File: src/rtl/button_event_ctrl_if.sv
// Button event bus: raw button/enable in, debounced level, event pulses and FSM state out.
// master = the controller, slave = the consumer that drives the button and takes the events.
interface button_event_ctrl_if;
   logic       btn_in;
   logic       enable;
   logic       btn_level;
   logic       press_pulse;
   logic       release_pulse;
   logic       long_pulse;
   logic       repeat_pulse;
   logic [2:0] state_o;

   modport master (
      input  btn_in, enable,
      output btn_level, press_pulse, release_pulse, long_pulse, repeat_pulse, state_o
   );

   modport slave (
      output btn_in, enable,
      input  btn_level, press_pulse, release_pulse, long_pulse, repeat_pulse, state_o
   );
endinterface

File: src/rtl/button_event_ctrl.sv
// Turns a raw bouncing push-button into clean single-cycle press/release/long/repeat events.
// Chain: synchroniser -> debounce FSM with shared counter -> registered pulses.
module button_event_ctrl #(
   parameter int unsigned SYNC_STAGES  = 2,
   parameter int unsigned DEBOUNCE_CYC = 20,
   parameter int unsigned LONG_CYC     = 100,
   parameter int unsigned REPEAT_CYC   = 25,
   parameter int unsigned CNT_W        = 16
) (
   input logic                  clk,
   input logic                  reset_n,
   button_event_ctrl_if.master  bus
);

   typedef enum logic [2:0] {
      IDLE     = 3'd0,
      DB_PRESS = 3'd1,
      HELD     = 3'd2,
      REPEAT   = 3'd3,
      DB_REL   = 3'd4
   } state_e;

   localparam logic [CNT_W-1:0] DEB_LAST  = CNT_W'(DEBOUNCE_CYC - 1);
   localparam logic [CNT_W-1:0] LONG_LAST = CNT_W'(LONG_CYC - 1);
   localparam logic [CNT_W-1:0] REP_LAST  = CNT_W'(REPEAT_CYC - 1);

   logic [SYNC_STAGES-1:0] sync_q;
   logic                   btn_s;
   state_e                 state_q;
   logic [CNT_W-1:0]       cnt_q;
   logic                   long_done_q;
   logic                   level_q;
   logic                   press_q;
   logic                   release_q;
   logic                   long_q;
   logic                   repeat_q;

   // Metastability synchroniser for the asynchronous button
   always_ff @(posedge clk or negedge reset_n) begin
      if (!reset_n) sync_q <= '0;
      else          sync_q <= {sync_q[SYNC_STAGES-2:0], bus.btn_in};
   end

   assign btn_s = sync_q[SYNC_STAGES-1];

   // Debounce / hold FSM; cnt_q is shared by all timed states and cleared on each entry
   always_ff @(posedge clk or negedge reset_n) begin
      if (!reset_n) begin
         state_q     <= IDLE;
         cnt_q       <= '0;
         long_done_q <= 1'b0;
         level_q     <= 1'b0;
         press_q     <= 1'b0;
         release_q   <= 1'b0;
         long_q      <= 1'b0;
         repeat_q    <= 1'b0;
      end else begin
         press_q   <= 1'b0;
         release_q <= 1'b0;
         long_q    <= 1'b0;
         repeat_q  <= 1'b0;
         unique case (state_q)
            IDLE: begin
               if (btn_s && bus.enable) begin
                  state_q <= DB_PRESS;
                  cnt_q   <= '0;
               end
            end
            DB_PRESS: begin
               if (!btn_s || !bus.enable) begin
                  state_q <= IDLE;
                  cnt_q   <= '0;
               end else if (cnt_q == DEB_LAST) begin
                  state_q     <= HELD;
                  cnt_q       <= '0;
                  level_q     <= 1'b1;
                  press_q     <= 1'b1;
                  long_done_q <= 1'b0;
               end else begin
                  cnt_q <= cnt_q + CNT_W'(1);
               end
            end
            HELD: begin
               // A falling button wins over a terminating long count
               if (!btn_s) begin
                  state_q <= DB_REL;
                  cnt_q   <= '0;
               end else if (cnt_q == LONG_LAST) begin
                  state_q     <= REPEAT;
                  cnt_q       <= '0;
                  long_q      <= bus.enable;
                  long_done_q <= 1'b1;
               end else begin
                  cnt_q <= cnt_q + CNT_W'(1);
               end
            end
            REPEAT: begin
               if (!btn_s) begin
                  state_q <= DB_REL;
                  cnt_q   <= '0;
               end else if (cnt_q == REP_LAST) begin
                  cnt_q    <= '0;
                  repeat_q <= bus.enable;
               end else begin
                  cnt_q <= cnt_q + CNT_W'(1);
               end
            end
            DB_REL: begin
               if (btn_s) begin
                  state_q <= long_done_q ? REPEAT : HELD;
                  cnt_q   <= '0;
               end else if (cnt_q == DEB_LAST) begin
                  state_q   <= IDLE;
                  cnt_q     <= '0;
                  level_q   <= 1'b0;
                  release_q <= 1'b1;
               end else begin
                  cnt_q <= cnt_q + CNT_W'(1);
               end
            end
            default: begin
               state_q <= IDLE;
               cnt_q   <= '0;
            end
         endcase
      end
   end

   assign bus.btn_level     = level_q;
   assign bus.press_pulse   = press_q;
   assign bus.release_pulse = release_q;
   assign bus.long_pulse    = long_q;
   assign bus.repeat_pulse  = repeat_q;
   assign bus.state_o       = state_q;

endmodule

File: src/flat_wrapper.sv
// flat-port wrapper written by rule: the top's interface ports become plain ports
module button_event_ctrl_flat 
#(
   parameter int unsigned SYNC_STAGES  = 2,
   parameter int unsigned DEBOUNCE_CYC = 20,
   parameter int unsigned LONG_CYC     = 100,
   parameter int unsigned REPEAT_CYC   = 25,
   parameter int unsigned CNT_W        = 16
)
  (clk, reset_n, bus_btn_in, bus_enable, bus_btn_level, bus_press_pulse, bus_release_pulse, bus_long_pulse, bus_repeat_pulse, bus_state_o);
  button_event_ctrl_if bus_i ();
  input logic clk;
  input logic reset_n;
  input wire logic [$bits(bus_i.btn_in)-1:0] bus_btn_in;
  input wire logic [$bits(bus_i.enable)-1:0] bus_enable;
  output wire logic [$bits(bus_i.btn_level)-1:0] bus_btn_level;
  output wire logic [$bits(bus_i.press_pulse)-1:0] bus_press_pulse;
  output wire logic [$bits(bus_i.release_pulse)-1:0] bus_release_pulse;
  output wire logic [$bits(bus_i.long_pulse)-1:0] bus_long_pulse;
  output wire logic [$bits(bus_i.repeat_pulse)-1:0] bus_repeat_pulse;
  output wire logic [$bits(bus_i.state_o)-1:0] bus_state_o;
  assign bus_i.btn_in = bus_btn_in;
  assign bus_i.enable = bus_enable;
  assign bus_btn_level = bus_i.btn_level;
  assign bus_press_pulse = bus_i.press_pulse;
  assign bus_release_pulse = bus_i.release_pulse;
  assign bus_long_pulse = bus_i.long_pulse;
  assign bus_repeat_pulse = bus_i.repeat_pulse;
  assign bus_state_o = bus_i.state_o;
  button_event_ctrl #(.SYNC_STAGES(SYNC_STAGES), .DEBOUNCE_CYC(DEBOUNCE_CYC), .LONG_CYC(LONG_CYC), .REPEAT_CYC(REPEAT_CYC), .CNT_W(CNT_W)) u_core (.clk(clk), .reset_n(reset_n), .bus(bus_i));
endmodule
File: config.mk
export PLATFORM = sky130hd
export DESIGN_NAME = button_event_ctrl_flat
export DESIGN_NICKNAME = d
export VERILOG_FILES = /design/src/rtl/button_event_ctrl_if.sv /design/src/rtl/button_event_ctrl.sv /design/src/flat_wrapper.sv
export SDC_FILE = /design/constraint.sdc
export NUM_CORES = 1
export LEC_CHECK = 0
export CAP_MARGIN = 25
export CORE_MARGIN = 2
export CORE_UTILIZATION = 40
export DETAILED_ROUTE_END_ITERATION = 8
export GPL_TIMING_DRIVEN = 0
export PLACE_DENSITY = 0.61
export SYNTH_ARGS = -nofsm -noshare
export SYNTH_HDL_FRONTEND = slang
export SYNTH_SLANG_ARGS = --single-unit
File: constraint.sdc
create_clock -name clk -period 3.2 [get_ports clk]
set_input_delay 0.64 -clock clk [delete_from_list [all_inputs] [get_ports clk]]
set_output_delay 0.64 -clock clk [all_outputs]
set_load 0.005 [all_outputs]
==> flow_metrics.env <==
export IMPL_outcome="completed"
export IMPL_synth_xor_xnor_area_share=0.0698
export IMPL_post_drt_via_cell_ratio=5.17
export IMPL_muxShareOfSynthArea=0.0141
export IMPL_synth_compound_gate_area_share=0.100
export IMPL_worst_ep_arrival_time_ns=2.73
export IMPL_clk_path_buf_depth=2
export IMPL_wire_per_inst_um=13.5
export IMPL_finalWirelength_um=2780
export IMPL_hold_removal_path_class="flop to flop"
export IMPL_placeableCoreArea_um2=3630
export IMPL_cts_resized_gates=0
export IMPL_hold_sp="u_core.sync_q[0]"
export IMPL_synthTopCellsByArea="sky130_fd_sc_hd__dfrtp_1, sky130_fd_sc_hd__xnor2_1, sky130_fd_sc_hd__nor2_2"
export IMPL_ff2ff_path_depth=5
export IMPL_cts_root_buffer="sky130_fd_sc_hd__clkbuf_8"
export IMPL_numPortBuffers=11
export IMPL_power_leakage_uw=0.000690
export IMPL_post_route_cells_drive_above_1_share=0.209
export IMPL_grt_start_max_net_pins=17
export IMPL_synth_fp_nets=148
export IMPL_dpl_instance_area_um2=1700
export IMPL_globalRouteTotalUtil=0.152
export IMPL_multi_input_area_um2=738
export IMPL_syn_area_um2=1510
export IMPL_number_of_synthesized_flops_with_an_enable_pin=0
export IMPL_fin_crit_sh=0.799
export IMPL_grt_setup_unrepaired="no"
export IMPL_insertedDiodeCount=0
export IMPL_place_detailed_hpwl_um=2090
export IMPL_die_w_um=65.4
export IMPL_timing_hold_ws_ns=0.354
export IMPL_pin_count=12
export IMPL_max_freq_mhz=391
export IMPL_top_cell_type_by_total_area_after_synthesis="sky130_fd_sc_hd__dfrtp_1"
export IMPL_floorplan_die_area_um2=4270
export IMPL_yosysWarnings=0
export IMPL_firstDrtPassIters=4
export IMPL_timing_reg2reg_setup_slack_ns=0.83
export IMPL_worst_slew_margin_rel=0.391
export IMPL_finalSetupViolations=0
export IMPL_tritoncts_num_buffers=3
export IMPL_post_layout_total_power_uw=992
export IMPL_crit_path_start_kind="primary input"
export IMPL_timing_hold_violations_final=0
export IMPL_worst_slack_ns=0.644
export IMPL_grt_overflow_total=0
export IMPL_std_cell_rows=22
export IMPL_final_net_count=165
export IMPL_die_y_um=65.4
export IMPL_crit_reg2reg_launch="u_core.cnt_q[1]"
export IMPL_drt_iter0_markers=80
export IMPL_htree_levels=1
export IMPL_power_ir_vdd_worst_mv=0.150
export IMPL_drt_drc_violations_left=0
export IMPL_detailroute_via_count=1066
export IMPL_crit_path_max_fo=7
export IMPL_asyncSetResetFlopFracSynth=1.00
export IMPL_number_of_instances_in_the_synthesized_netlist=142
export IMPL_fin_skew_ns=0.00305
export IMPL_seq_area_frac_synth=0.449
export IMPL_global_route_wire_length_before_repair_um=4930
export IMPL_clock_insertion_delay_worst_skew_ns=0.28
export IMPL_postLayoutCellArea_um2=1750
export IMPL_flow_area_growth_from_synthesis_pct=16.4
export IMPL_min_period_ns=2.56
export IMPL_regArea_um2=676
export IMPL_report_final_slew_viol_count=0
export IMPL_area_share_of_fa_ha_maj_cells_after_synthesis=0.0166
export IMPL_cell_depth_of_the_worst_hold_path=0
export IMPL_final_cell_mix="sky130_fd_sc_hd__dfrtp_1, sky130_fd_sc_hd__nor2_1, sky130_fd_sc_hd__clkdlybuf4s50_1"
export IMPL_postCtsSetupRepairBufs=0
export IMPL_gp_congestion=0.808
export IMPL_drv_max_cap_violation_count=0
export IMPL_clock_sinks=27
export IMPL_main_combinational_cell_family_by_area_after_synthesis="simple AND/OR/NAND/NOR gates"
export IMPL_critical_path_data_required_time_ns=3.38
export IMPL_cts_hold_buffers_added=0
export IMPL_cp_end_kind="flop"
export IMPL_grt_pass1_vias=1100
export IMPL_ys_flop_type="sky130_fd_sc_hd__dfrtp_1"
export IMPL_min_delay_worst_endpoint="u_core.sync_q[1]"
export IMPL_synth_simple_gate_area_frac=0.289
export IMPL_final_common_cell="sky130_fd_sc_hd__dfrtp_1"
export IMPL_avgSynthCellArea_um2=10.6
export IMPL_number_of_antenna_violations_at_the_first_check_in_global_routing=0
export IMPL_power_density_cell_area_nw_per_um2=566
export IMPL_tritoncts="yes"
export IMPL_layout_filler_cells=360
export IMPL_preCtsSetupSlack_ns=0.336
export IMPL_path_class="primary input to flop"
export IMPL_synthDominantCellAreaShare=0.449
export IMPL_clkSlewWorstSetupHoldPaths_ns=0.09
export IMPL_synth_distinct_cells=42
export IMPL_worst_slew_pin_slew_ns=0.912
export IMPL_finalSetupTns_ns=0
export IMPL_initial_utilization=0.415
export IMPL_reg2reg_to="u_core.bus.state_o[0]"
export IMPL_yosys_register_bits=27
export IMPL_route_antenna_remaining_nets=0
==> Yosys cell counts (2+ instances only) <==
| cell type | instances |
|---|---|
| sky130_fd_sc_hd__nor3_1 | 5 |
| sky130_fd_sc_hd__inv_1 | 7 |
| sky130_fd_sc_hd__nor2_2 | 10 |
| sky130_fd_sc_hd__dfrtp_1 | 27 |
| sky130_fd_sc_hd__o22ai_1 | 2 |
| sky130_fd_sc_hd__o21ai_0 | 3 |
| sky130_fd_sc_hd__ha_1 | 2 |
| sky130_fd_sc_hd__nand2_1 | 8 |
| sky130_fd_sc_hd__nor4b_1 | 2 |
| sky130_fd_sc_hd__or4_4 | 2 |
| sky130_fd_sc_hd__nor4_4 | 2 |
| sky130_fd_sc_hd__nor4_1 | 5 |
| sky130_fd_sc_hd__nand4_1 | 4 |
| sky130_fd_sc_hd__xnor2_1 | 8 |
| sky130_fd_sc_hd__and4_1 | 2 |
| sky130_fd_sc_hd__xor2_1 | 4 |
| sky130_fd_sc_hd__a21oi_1 | 2 |
| sky130_fd_sc_hd__and3b_1 | 2 |
| sky130_fd_sc_hd__nor2_1 | 16 |
| sky130_fd_sc_hd__nand3_1 | 3 |
| sky130_fd_sc_hd__clkbuf_8 | 4 |
| sky130_fd_sc_hd__a31oi_1 | 2 |
==> cell type report <==
type	instances	share of cell area
clock inverter	1	0.00428
tap	48	0.0343
sequential	27	0.385
multi-input combinational	103	0.421
clock buffer	3	0.0236
buffer	5	0.0378
inverter	7	0.0150
timing repair buffer	12	0.0785
==> flip-flops by register name, summed over array words and instances, names as in the netlist <==
signal and cells:
u_core.cnt_q 16, u_core.bus.state_o 3, u_core.sync_q 2, u_core.bus.btn_level 1
u_core.bus.long_pulse 1, u_core.bus.press_pulse 1, u_core.bus.release_pulse 1, u_core.bus.repeat_pulse 1
u_core.long_done_q 1
==> logic make-up after synthesis <==
group,Yosys count
AND/OR/NAND/NOR,69
flip-flops,27
AO/OA/AOI/OAI,18
XOR/XNOR,12
buffers and inverters,12
multiplexers,2
adder cells (fa/ha/maj),2
==> routing by layer <==
layer | GRT usage | vias to the layer above | share of wire
met4 | 0.0755 | 0 | 0.023
met3 | 0.0223 | 5 | 0.022
met1 | 0.193 | 510 | 0.47
met5 | 0 | - | 0
li1 | - | 537 | -
met2 | 0.251 | 14 | 0.48
==> power by group <==
group          leakage, µW  switching, µW  internal [µW]  total [µW]
Combinational     0.000306            217            184         401
Clock            0.0000217            111           88.7         199
Sequential        0.000362           22.2            370         392
==> metrics by stage <==
| step | utilization | instances |
|---|---|---|
| after CTS | 0.482 | 206 |
| after global placement | 0.461 | 201 |
| after global routing | 0.482 | 206 |
| after floorplan | - | 142 |
| final | 0.482 | 206 |
| after detailed placement | 0.469 | 202 |
==> worst max-delay path by stage <==
stage / start / endpoint / slack (ns) / cells after the start
detailed placement: bus_enable / u_core.cnt_q[12] / 0.34 / 6
floorplan: u_core.cnt_q[12] / u_core.bus.state_o[0] / 1.03 / 5
global placement: bus_enable / u_core.cnt_q[8] / 0.33 / 6
global route: bus_enable / u_core.cnt_q[8] / 0.50 / 6
finish: bus_enable / u_core.cnt_q[12] / 0.64 / 6
CTS: bus_enable / u_core.cnt_q[12] / 0.65 / 6
==> worst max-delay path, cell delays in order <==
cell	delay, ns
sky130_fd_sc_hd__clkdlybuf4s50_1	0.53
sky130_fd_sc_hd__a2111oi_2	0.90
sky130_fd_sc_hd__nor2_1	0.25
sky130_fd_sc_hd__nand4_1	0.17
sky130_fd_sc_hd__xor2_1	0.18
sky130_fd_sc_hd__nor2_2	0.05
(Power assumes the default switching activity.)
